<file path="src/rtl/adder_err_sweep_pkg.sv">
// Shared types and width helpers for the approximate-adder error sweep.
package adder_err_sweep_pkg;

  typedef enum logic [1:0] {
    ST_IDLE  = 2'd0,
    ST_RUN   = 2'd1,
    ST_DRAIN = 2'd2,
    ST_DONE  = 2'd3
  } state_t;

  function automatic int cnt_width(input int w);
    return 2 * w + 1;
  endfunction

  function automatic int sum_width(input int w);
    return 3 * w + 1;
  endfunction

  function automatic int bias_width(input int w);
    return 3 * w + 2;
  endfunction

endpackage

</file>
<file path="src/rtl/adder_err_sweep_acc.sv">
// Stage-2 error accumulators: error count, max |err|, sum |err| and,
// with ADDER_ERR_SWEEP_BIAS_EN, the signed error sum.
module adder_err_sweep_acc
  import adder_err_sweep_pkg::*;
#(
  parameter int W = 8
) (
  input  logic                         clk,
  input  logic                         rst_n,
  input  logic                         clear,
  input  logic                         valid,
  input  logic signed [W+1:0]          err,
  output logic [cnt_width(W)-1:0]      err_count,
  output logic [W:0]                   max_abs_err,
  output logic [sum_width(W)-1:0]      sum_abs_err
`ifdef ADDER_ERR_SWEEP_BIAS_EN
  ,
  output logic [bias_width(W)-1:0]     bias_sum
`endif
);

  localparam int CW = cnt_width(W);
  localparam int SW = sum_width(W);

  // |err| always fits W+1 bits: the most negative error is -(2^(W+1)-1).
  logic [W:0] abs_err;
  assign abs_err = err[W+1] ? (~err[W:0] + (W+1)'(1)) : err[W:0];

  always_ff @(posedge clk) begin
    if (!rst_n) begin
      err_count   <= '0;
      max_abs_err <= '0;
      sum_abs_err <= '0;
    end else if (clear) begin
      err_count   <= '0;
      max_abs_err <= '0;
      sum_abs_err <= '0;
    end else if (valid) begin
      err_count   <= err_count + CW'(err != '0);
      sum_abs_err <= sum_abs_err + {{(SW-W-1){1'b0}}, abs_err};
      if (abs_err > max_abs_err) max_abs_err <= abs_err;
    end
  end

`ifdef ADDER_ERR_SWEEP_BIAS_EN
  always_ff @(posedge clk) begin
    if (!rst_n)      bias_sum <= '0;
    else if (clear)  bias_sum <= '0;
    else if (valid)  bias_sum <= bias_sum + {{(2*W){err[W+1]}}, err};
  end
`endif

endmodule

</file>
<file path="src/rtl/adder_err_sweep_ctrl.sv">
// Exhaustive sweep sequencer for an approximate adder: drives every operand
// pair, captures the error against the exact sum, and accumulates statistics.
// Optional signed bias accumulator enabled by ADDER_ERR_SWEEP_BIAS_EN.
module adder_err_sweep_ctrl
  import adder_err_sweep_pkg::*;
#(
  parameter int W = 8
) (
  input  logic                         clk,
  input  logic                         rst_n,
  input  logic                         start,
  input  logic                         abort,
  input  logic                         hold,
  output logic [W-1:0]                 op_a,
  output logic [W-1:0]                 op_b,
  input  logic [W:0]                   dut_sum,
  output logic                         busy,
  output logic                         done,
  output logic [cnt_width(W)-1:0]      err_count,
  output logic [W:0]                   max_abs_err,
  output logic [sum_width(W)-1:0]      sum_abs_err
`ifdef ADDER_ERR_SWEEP_BIAS_EN
  ,
  output logic [bias_width(W)-1:0]     bias_sum
`endif
);

  localparam int PW = 2 * W;

  state_t               state, state_nxt;
  logic [PW-1:0]        cnt, cnt_nxt;
  logic                 s1_valid, s1_valid_nxt;
  logic signed [W+1:0]  s1_err, s1_err_nxt;
  logic                 acc_clear;
  logic [W:0]           exact_sum;
  logic [W+1:0]         err_raw;

  assign op_a = cnt[W-1:0];
  assign op_b = cnt[PW-1:W];
  assign busy = (state == ST_RUN) || (state == ST_DRAIN);
  assign done = (state == ST_DONE);

  assign exact_sum = {1'b0, op_a} + {1'b0, op_b};
  assign err_raw   = {1'b0, exact_sum} - {1'b0, dut_sum};

  always_ff @(posedge clk) begin
    if (!rst_n) begin
      state    <= ST_IDLE;
      cnt      <= '0;
      s1_valid <= 1'b0;
      s1_err   <= '0;
    end else begin
      state    <= state_nxt;
      cnt      <= cnt_nxt;
      s1_valid <= s1_valid_nxt;
      s1_err   <= s1_err_nxt;
    end
  end

  always_comb begin
    state_nxt    = state;
    cnt_nxt      = cnt;
    s1_valid_nxt = 1'b0;
    s1_err_nxt   = s1_err;
    acc_clear    = 1'b0;
    if (abort) begin
      state_nxt = ST_IDLE;
    end else begin
      unique case (state)
        ST_IDLE, ST_DONE: begin
          if (start) begin
            state_nxt = ST_RUN;
            cnt_nxt   = '0;
            acc_clear = 1'b1;
          end
        end
        ST_RUN: begin
          if (!hold) begin
            s1_valid_nxt = 1'b1;
            s1_err_nxt   = signed'(err_raw);
            cnt_nxt      = cnt + PW'(1);
            // Last pair consumed; counter wraps to 0 and is not reused.
            if (cnt == '1) state_nxt = ST_DRAIN;
          end
        end
        ST_DRAIN: state_nxt = ST_DONE;
        default:  state_nxt = ST_IDLE;
      endcase
    end
  end

  adder_err_sweep_acc #(.W(W)) u_acc (
    .clk         (clk),
    .rst_n       (rst_n),
    .clear       (acc_clear),
    .valid       (s1_valid),
    .err         (s1_err),
    .err_count   (err_count),
    .max_abs_err (max_abs_err),
    .sum_abs_err (sum_abs_err)
`ifdef ADDER_ERR_SWEEP_BIAS_EN
    ,
    .bias_sum    (bias_sum)
`endif
  );

endmodule

</file>
<file path="config.mk">
export PLATFORM = sky130hd
export DESIGN_NAME = adder_err_sweep_ctrl
export DESIGN_NICKNAME = d
export VERILOG_FILES = /design/src/rtl/adder_err_sweep_pkg.sv /design/src/rtl/adder_err_sweep_acc.sv /design/src/rtl/adder_err_sweep_ctrl.sv
export SDC_FILE = /design/constraint.sdc
export NUM_CORES = 1
export LEC_CHECK = 0
export BUFFER_PORTS_ARGS = -buffer_cell sky130_fd_sc_hd__buf_2
export CORE_MARGIN = 2
export CORE_UTILIZATION = 60
export DETAILED_ROUTE_END_ITERATION = 8
export PLACE_DENSITY_LB_ADDON = 0.2
export SKIP_LAST_GASP = 1
export SLEW_MARGIN = 5
export SYNTH_ARGS = -nofsm -noshare
export SYNTH_HDL_FRONTEND = slang
export SYNTH_HIERARCHICAL = 1
export SYNTH_SLANG_ARGS = --single-unit
export TNS_END_PERCENT = 1
</file>
<file path="constraint.sdc">
create_clock -name clk -period 7.1 [get_ports clk]
set_clock_uncertainty 0.05 [all_clocks]
set_input_delay 0 -clock clk [delete_from_list [all_inputs] [get_ports clk]]
set_output_delay 0 -clock clk [all_outputs]
set_load 0.01 [all_outputs]
</file>
# Word level (Yosys, flattened, before mapping)
# Index checks and enable logic that the tools add are counted.
[op_classes]
order_cmp = 1
n_addsub = 6
bitwise = 5
mux = 12
n_reduce_logical = 12
eq_ne = 7
[ops]
columns = ["operator", "n"]
rows = [
  ["$mux 16", 2],
  ["$pmux 16 s2", 1],
  ["$add 25x9->25", 1],
  ["$add 17x1->17", 1],
  ["$add 16x1->16 const B", 1],
  ["$eq 16x16->1 const B", 1],
  ["$reduce_bool 10->1", 1],
  ["$sub 9x9->10", 1],
  ["$add 8x8->9", 1],
  ["$add 9x1->9 const B", 1],
  ["$gt 9x9->1", 1],
  ["$mux 9", 1],
  ["$not 9->9", 1],
  ["$mux 2", 3],
  ["$pmux 2 s3", 1],
  ["$reduce_and 3->1", 2],
  ["$reduce_or 2->1", 3],
  ["$eq 2x2->1 const B", 2],
  ["$mux 1", 4],
  ["$ne 2x2->1 const B", 2],
  ["$not 1->1", 4],
  ["$reduce_and 4->1", 1],
  ["$reduce_or 3->1", 1],
  ["$eq 2x1->1 const B", 1],
  ["other kinds (5)", 5],
]
[word_totals]
word_cells = 50
out_inout_bits = 69
ff_bits = 80

# Longest topological paths before layout
# Gate-level depths: netlist (run 1).
[logic_depth]
ltp_word = 5
mapped_depth = 13
ltp_nobuf = 12

# By module
# The synthesis (run 1) kept the hierarchy.
[by_module_without_submodules]
columns = ["mod", "seq_area_each_um2", "area_per_inst_um2", "n_inst", "cells_each"]
rows = [
  ["adder_err_sweep_acc", 1021.0, 3040.4, 1, 368],
  ["adder_err_sweep_ctrl", 580.6, 2084.5, 1, 254],
]

# Worst setup path before layout (run 1)
# No wires, ideal clock.
[synth_path]
path_kind = "register to register"
from = "register s1_err[4]"
to = "register u_acc.sum_abs_err[10]"
slack_ps = 4340
arrival_ps = 2578
setup_ps = 132
path_stages_with_launch = 12
synth_period_minus_slack_ps = 2760
n_path_buf = 2
cell_sequence = "dfxtp_1 > or3_1 > o31ai_1 > xnor2_1 > ha_1 > buf_2 > a2111oi_0 > o211ai_1 > nand3_1 > buf_2 > or3_1 > a21oi_1"
[synth_via]
elab_chain_cells = 4
[synth_rtl]
columns = ["item", "line", "rtl"]
rows = [
  ["start, declared", "adder_err_sweep_ctrl.sv:33", "logic signed [W+1:0] s1_err, s1_err_nxt;"],
  ["start signal, assigned", "adder_err_sweep_ctrl.sv:56", "s1_err <= s1_err_nxt;"],
  ["$not 9->9", "adder_err_sweep_acc.sv:27", "assign abs_err = err[W+1] ? (~err[W:0] + (W+1)'(1)) : err[W:0];"],
  ["$add 9x1->9", "adder_err_sweep_acc.sv:27", ""],
  ["$mux 9", "adder_err_sweep_acc.sv:27", ""],
  ["net u_acc.abs_err[7]", "adder_err_sweep_acc.sv:26", "logic [W:0] abs_err;"],
  ["$add 25x9->25", "adder_err_sweep_acc.sv:40", "sum_abs_err <= sum_abs_err + {{(SW-W-1){1'b0}}, abs_err};"],
  ["end signal, assigned", "adder_err_sweep_acc.sv:40", ""],
  ["end, declared", "adder_err_sweep_acc.sv:15", "output logic [sum_width(W)-1:0] sum_abs_err"],
]
# The timed path passes the listed nets, and every way through them passes these cells.
# A chain may end at the register's enable or synchronous reset.

# Final worst setup path (run 1)
[layout_path]
from = "register s1_err[4]"
to = "register u_acc.sum_abs_err[14]"
# The elaborated chain is that of the path after synthesis.

==> impl_metrics.env, run 1 <==
export IMPL_outcome="complete, no violations"
export IMPL_ys_flop_type="dfxtp_1"
export IMPL_start_util_pct=62.06
export IMPL_p_comb_share_pct=9.5
export IMPL_drt_first_pass_iters=6
export IMPL_hold_class="input pin to flop"
export IMPL_critPathKind="flop to flop"
export IMPL_worst_pin_slew_ps=1238
export IMPL_synth_seq_cells=80
export IMPL_ys_async_sr_fraction_pct=0
export IMPL_worstPathArrival_ps=3530
export IMPL_antenna_found_initial=0
export IMPL_grt_pass1_vias=4335
export IMPL_crit_path_start="s1_err[4]$_SDFFE_PN0P_"
export IMPL_mostFrequentLayoutCells="buf_2, dfxtp_1, nand2_1"
export IMPL_wl_per_cell_um=15.22
export IMPL_rsz0062_at_grt="no"
export IMPL_ioPinCount=83
export IMPL_end_kind="flop"
export IMPL_layout_cells_most_common="buf_2"
export IMPL_drive_above_1_share_pct=16.41
export IMPL_holdPathStages=4
export IMPL_syn_num_nets=681
export IMPL_avgSynthCellArea_um2=8.239
export IMPL_max_cap_violations=0
export IMPL_reg2reg_depth=9
export IMPL_clk_pin_slew_ps=80
export IMPL_yosysTopAreaCellShare_pct=31.25
export IMPL_grt_start_max_net_pins=41
export IMPL_final_nets=755
export IMPL_p_leak_uw=0.002432
export IMPL_final_hold_violation_count=0
export IMPL_switching_power_uw=241.8
export IMPL_clkPwrFrac_pct=41.6
export IMPL_die_area_um2=9297
export IMPL_period_needed_ps=3341
export IMPL_totalWireLength_um=12270
export IMPL_internal_power_uw=692.3
export IMPL_track_usage_pct=26.44
export IMPL_drtIter0Drc=221
export IMPL_grt_pass1_wl_um=19510
export IMPL_slew_headroom_pct=17.09
export IMPL_peakVddDrop_v=0.0001158
export IMPL_fp_coreArea_um2=8258
export IMPL_antenna_cells=0
export IMPL_total_power_uw=934.0
export IMPL_cts_tree="built"
export IMPL_fin_tns_setup_ps=0
export IMPL_fin_crit_sh_pct=47.06
export IMPL_rows=33
export IMPL_yosys_warnings=6
export IMPL_postCtsSetupRepairBufs=0
export IMPL_reg2reg_from="s1_err[4]$_SDFFE_PN0P_"
export IMPL_synth_distinct_cells=61
export IMPL_die_x_um=96.42
export IMPL_vias_per_cell=6.100
export IMPL_cts_made_buffers=9
export IMPL_ctsRootBufferMaster="clkbuf_8"
export IMPL_drc_errors=0
export IMPL_synth_top_cell_by_area="dfxtp_1"
export IMPL_power_frac_seq_pct=48.9
export IMPL_area_growth_pct=13.40
export IMPL_dieHeight_um=96.42
export IMPL_cts_resized=0
export IMPL_crit_required_ps=7290
export IMPL_synthesis_area_um2=5125
export IMPL_dr_total_vias=4917
export IMPL_cts_hold_buf=3
export IMPL_swShare_pct=25.89
export IMPL_worst_path_max_fanout=16
export IMPL_min_from="hold"
export IMPL_fmax_mhz=299.3
export IMPL_cts_buffer_depth=2
export IMPL_gp_congestion=0.9521
export IMPL_setup_violations=0
export IMPL_synth_area_leaders="dfxtp_1, ha_1, nand2_1"
export IMPL_clock_latency_ps=370
export IMPL_slew_viol_final=0
export IMPL_overflow=0
export IMPL_fillers=698
export IMPL_cts_sinks=80
export IMPL_ys_seq_area_share_pct=31.25
export IMPL_htreeDepth=3
export IMPL_ant_nets=0
export IMPL_dpl_hpwl_um=9015
export IMPL_p_per_area_nw_per_um2=160.7
export IMPL_io_buffers=82
export IMPL_synth_edf_count=0
export IMPL_synthCells=622
export IMPL_start_kind="flop"
-- worst max-delay path, cell delays in order (launching register included) --
cell	delay, ps
dfxtp_1	350
or3_1	430
o31ai_1	310
xnor2_1	220
ha_1	370
a2111oi_0	560
o211ai_1	200
nand3_1	470
or3_1	200
a21oi_1	60
-- metal layers --
metal  track usage (%)  wire, um  up-vias
met5                 0         0        -
met4             11.15       296        0
met3             4.344       857       25
met2             44.39      5764      220
met1             33.67      5349     2290
li1                  -         -     2382
-- flip-flops by register name, summed over array words and instances, names as in the netlist --
| signal | count |
|---|---|
| s1_valid | 1 |
| u_acc/err_count | 17 |
| u_acc/max_abs_err | 9 |
| s1_err | 10 |
| cnt | 16 |
| u_acc/sum_abs_err | 25 |
| state | 2 |
-- stage by stage --
| step | worst slack (ps) | area, um^2 | hold WS [ps] | util [%] | instances |
|---|---|---|---|---|---|
| final | 3759 | 5812 | 34.84 | 70.38 | 806 |
| after global routing | 3574 | 5812 | 79.66 | 70.38 | 806 |
| after CTS | 3824 | 5812 | 21.76 | 70.38 | 806 |
| after detailed placement | 3825 | 5554 | 296.3 | 67.26 | 787 |
| after global placement | 4034 | 5554 | 289.8 | 67.26 | 787 |
| after floorplan | 4340 | 5125 | 50.50 | - | 622 |
-- cell type report --
class	instances	area, um^2	area share, %
Inverter	55	206.4	3.552
Tap cell	105	131.4	2.260
Multi-Input combinational cell	463	3189	54.88
Clock buffer	10	137.6	2.368
Sequential cell	80	1602	27.56
Timing Repair Buffer	87	455.4	7.836
Clock inverter	6	90.09	1.550
-- cells in the mapped netlist (8+ instances only) --
| library cell | n |
|---|---|
| nand2_1 | 58 |
| a21oi_1 | 40 |
| a211oi_1 | 10 |
| dfxtp_1 | 80 |
| nand3_1 | 31 |
| xnor2_1 | 21 |
| mux2i_1 | 19 |
| nor2_1 | 45 |
| fa_1 | 9 |
| o31ai_1 | 11 |
| clkbuf_1 | 14 |
| or3_1 | 14 |
| or4_1 | 10 |
| ha_1 | 36 |
| a21o_1 | 8 |
| o21ai_0 | 28 |
| nand4_1 | 15 |
| inv_1 | 54 |
-- kinds of logic (layout without fill, tap and decap cells) --
family,after synthesis,count (layout),share of synthesized area (%)
AND/OR/NAND/NOR,223,223,21.97
AO/OA/AOI/OAI,147,147,19.14
flip-flops,80,80,31.25
buffers and inverters,79,158,6.567
adder cells (fa/ha/maj),45,45,12.30
XOR/XNOR,27,27,4.614
multiplexers,21,21,4.150
-- power by group through the flow --
stage | logic (uW) | clock network [uW] | registers (uW)
final | 88.5 | 389 | 457
after detailed placement | 85.5 | 0 | 467
after CTS | 87.7 | 394 | 457
after global placement | 83.6 | 0 | 467
after global routing | 98.9 | 411 | 458
after floorplan | 66.4 | 0 | 466
-- path summary, 6_finish.rpt --
path	endpoint	slack, ps
hold reg to reg	u_acc/max_abs_err[4]$_SDFFE_PP0P_	430
setup reg to reg	u_acc/sum_abs_err[14]$_SDFFE_PP0P_	3760
hold / removal	cnt[1]$_SDFFE_PN0P_	30
setup / recovery	u_acc/sum_abs_err[14]$_SDFFE_PP0P_	3760
(Power assumes the default switching activity.)
==> run 2: changes to the inputs <==
- CORE_UTILIZATION: 60 -> 57
- clock period: 7.1 -> 3.3 ns (I/O delays scaled with it)
==> run 2 against run 1 <==
  * Global-route usage fell by 1.2 points
  * Total power grew 110%
  * Non-clock buffer count grew 7
  * First-iteration DRC count fell by 3.6%
  * Worst hold slack better by 12 ps
  * Sequential share of layout area fell by 0.29 points
  * Core utilization decreased by 3.0 points
  * Combinational power increased by 120%
  * Clock power up 110%
  * Critical path type unchanged
  * Highest routed layer unchanged
==> impl_metrics.env, run 2 (synthesis gave the netlist of run 1 again) <==
export IMPL_outcome="complete, no violations"
export IMPL_placed_cells=797
export IMPL_ioPinCount=83
export IMPL_grt_pass1_wl_um=20570
export IMPL_drc_errors=0
export IMPL_hold_class="input pin to flop"
export IMPL_ant_nets=0
export IMPL_grt_pass1_vias=4494
export IMPL_track_usage_pct=25.24
export IMPL_fin_tns_setup_ps=0
export IMPL_grt_start_max_net_pins=25
export IMPL_p_comb_share_pct=9.9
export IMPL_r2r_end="u_acc/sum_abs_err[23]$_SDFFE_PP0P_"
export IMPL_swShare_pct=25.15
export IMPL_cts_tree="built"
export IMPL_cts_made_buffers=9
export IMPL_worst_path_max_fanout=11
export IMPL_dr_total_vias=4835
export IMPL_totalWireLength_um=12310
export IMPL_rows=34
export IMPL_largest_reg_flops=25
export IMPL_end_kind="flop"
export IMPL_internal_power_uw=1490
export IMPL_power_frac_seq_pct=49.3
export IMPL_r2r_setup_slack_ps=260
export IMPL_clock_latency_ps=360
export IMPL_fin_crit_sh_pct=91.99
export IMPL_overflow=0
export IMPL_timing_final_ws_setup_ps=264.3
export IMPL_max_cap_violations=0
export IMPL_setup_violations=0
export IMPL_antenna_cells=0
export IMPL_mostFrequentLayoutCells="buf_2, dfxtp_1, nand2_1"
export IMPL_clk_pin_slew_ps=90
export IMPL_postCtsSetupRepairBufs=0
export IMPL_drive_above_1_share_pct=17.23
export IMPL_place_ws_ps=87.15
export IMPL_top_regs="u_acc/sum_abs_err: 25 flops, u_acc/err_count: 17 flops, cnt: 16 flops"
export IMPL_peakVddDrop_v=0.0002216
export IMPL_start_util_pct=58.77
export IMPL_rsz0062_at_grt="no"
export IMPL_area_growth_pct=14.62
export IMPL_dieHeight_um=98.82
export IMPL_slew_headroom_pct=38.43
export IMPL_p_leak_uw=0.002459
export IMPL_vias_per_cell=5.925
export IMPL_regMostFlops="u_acc/sum_abs_err"
export IMPL_final_hold_violation_count=0
export IMPL_cts_buffer_depth=2
export IMPL_reg2reg_depth=8
export IMPL_drtIter0Drc=213
export IMPL_htreeDepth=3
export IMPL_clkPwrFrac_pct=40.8
export IMPL_antenna_found_initial=0
export IMPL_crit_required_ps=3540
export IMPL_worstPathArrival_ps=3270
export IMPL_wl_per_cell_um=15.08
export IMPL_dpl_hpwl_um=9295
export IMPL_layout_cells_most_common="buf_2"
export IMPL_period_needed_ps=3036
export IMPL_die_area_um2=9765
export IMPL_io_buffers=82
export IMPL_drt_first_pass_iters=4
export IMPL_critPathKind="flop to flop"
export IMPL_fp_coreArea_um2=8721
export IMPL_endpoint="u_acc/sum_abs_err[23]$_SDFFE_PP0P_"
export IMPL_crit_path_start="s1_err[4]$_SDFFE_PN0P_"
export IMPL_final_nets=762
export IMPL_cts_sinks=80
export IMPL_reg2reg_from="s1_err[4]$_SDFFE_PN0P_"
export IMPL_gp_congestion=0.9145
export IMPL_worst_pin_slew_ps=919.4
export IMPL_ctsRootBufferMaster="clkbuf_8"
export IMPL_whs_ps=46.38
export IMPL_fmax_mhz=329.4
export IMPL_p_per_area_nw_per_um2=339.0
export IMPL_slew_viol_final=0
export IMPL_switching_power_uw=500.9
export IMPL_stdcell_count=816
export IMPL_die_x_um=98.82
export IMPL_start_kind="flop"
run 2: cell count changes in the layout (fill, tap and decap cells not counted), sizes merged:
cell | previous run | this run
clkinvlp | 1 | 2
clkinv | 3 | 2
clkbuf | 10 | 11
buf | 84 | 91
inv | 55 | 54
run 2: final cells by class:
class	instances	area [um^2]
Fill cell	745	2846
Multi-Input combinational cell	463	3202
Clock buffer	11	141.4
Tap cell	108	135.1
Clock inverter	5	80.08
Timing Repair Buffer	94	508.0
Inverter	55	206.4
Sequential cell	80	1602
run 2: how the worst min path moves through the flow:
stage / startpoint / to / cells past startpoint
global route: hold / cnt[1]$_SDFFE_PN0P_ / 4
global placement: abort / state[1]$_SDFFE_PP0P_ / 2
floorplan: abort / state[1]$_SDFFE_PP0P_ / 1
detailed placement: abort / state[1]$_SDFFE_PP0P_ / 2
finish: hold / cnt[1]$_SDFFE_PN0P_ / 4
CTS: hold / cnt[1]$_SDFFE_PN0P_ / 4
run 2: power by group through the flow:
stage	sequential [uW]	combinational [uW]	clock [uW]
after global routing	984	220	870
final	982	196	812
after CTS	982	195	835
after floorplan	1000	143	0
after detailed placement	1010	191	0
after global placement	1000	187	0
run 2: critical path: stages (launching register included):
cell	delay, ps
dfxtp_1	340
or3_1	430
o41ai_1	360
xnor2_1	200
ha_1	410
nand2_1	120
a2111o_1	530
a2111o_1	460
o21ai_1	70
run 2: layer usage:
| metal | share of wire, % | global-route usage, % |
|---|---|---|
| met2 | 49 | 42.72 |
| met3 | 5.8 | 3.901 |
| met5 | 0 | 0 |
| met1 | 44 | 33.50 |
| met4 | 1.5 | 7.165 |
run 2: what timing repair did:
| action | 4_1_cts | 5_1_grt |
|---|---|---|
| endpoints found under the hold margin | 5 | 0 |
| gates resized for setup | 0 | 2 |
| endpoints found under the setup margin | 0 | 8 |
| hold buffers | 3 | 0 |
run 2: per-stage QoR:
step	cell area (um^2)	util, %	power, uW
2_1_floorplan	5125	-	1145
4_1_cts	5862	67.22	2012
3_5_place_dp	5610	64.33	1196
3_3_place_gp	5610	64.33	1191
6_report	5874	67.36	1991
5_1_grt	5874	67.36	2075
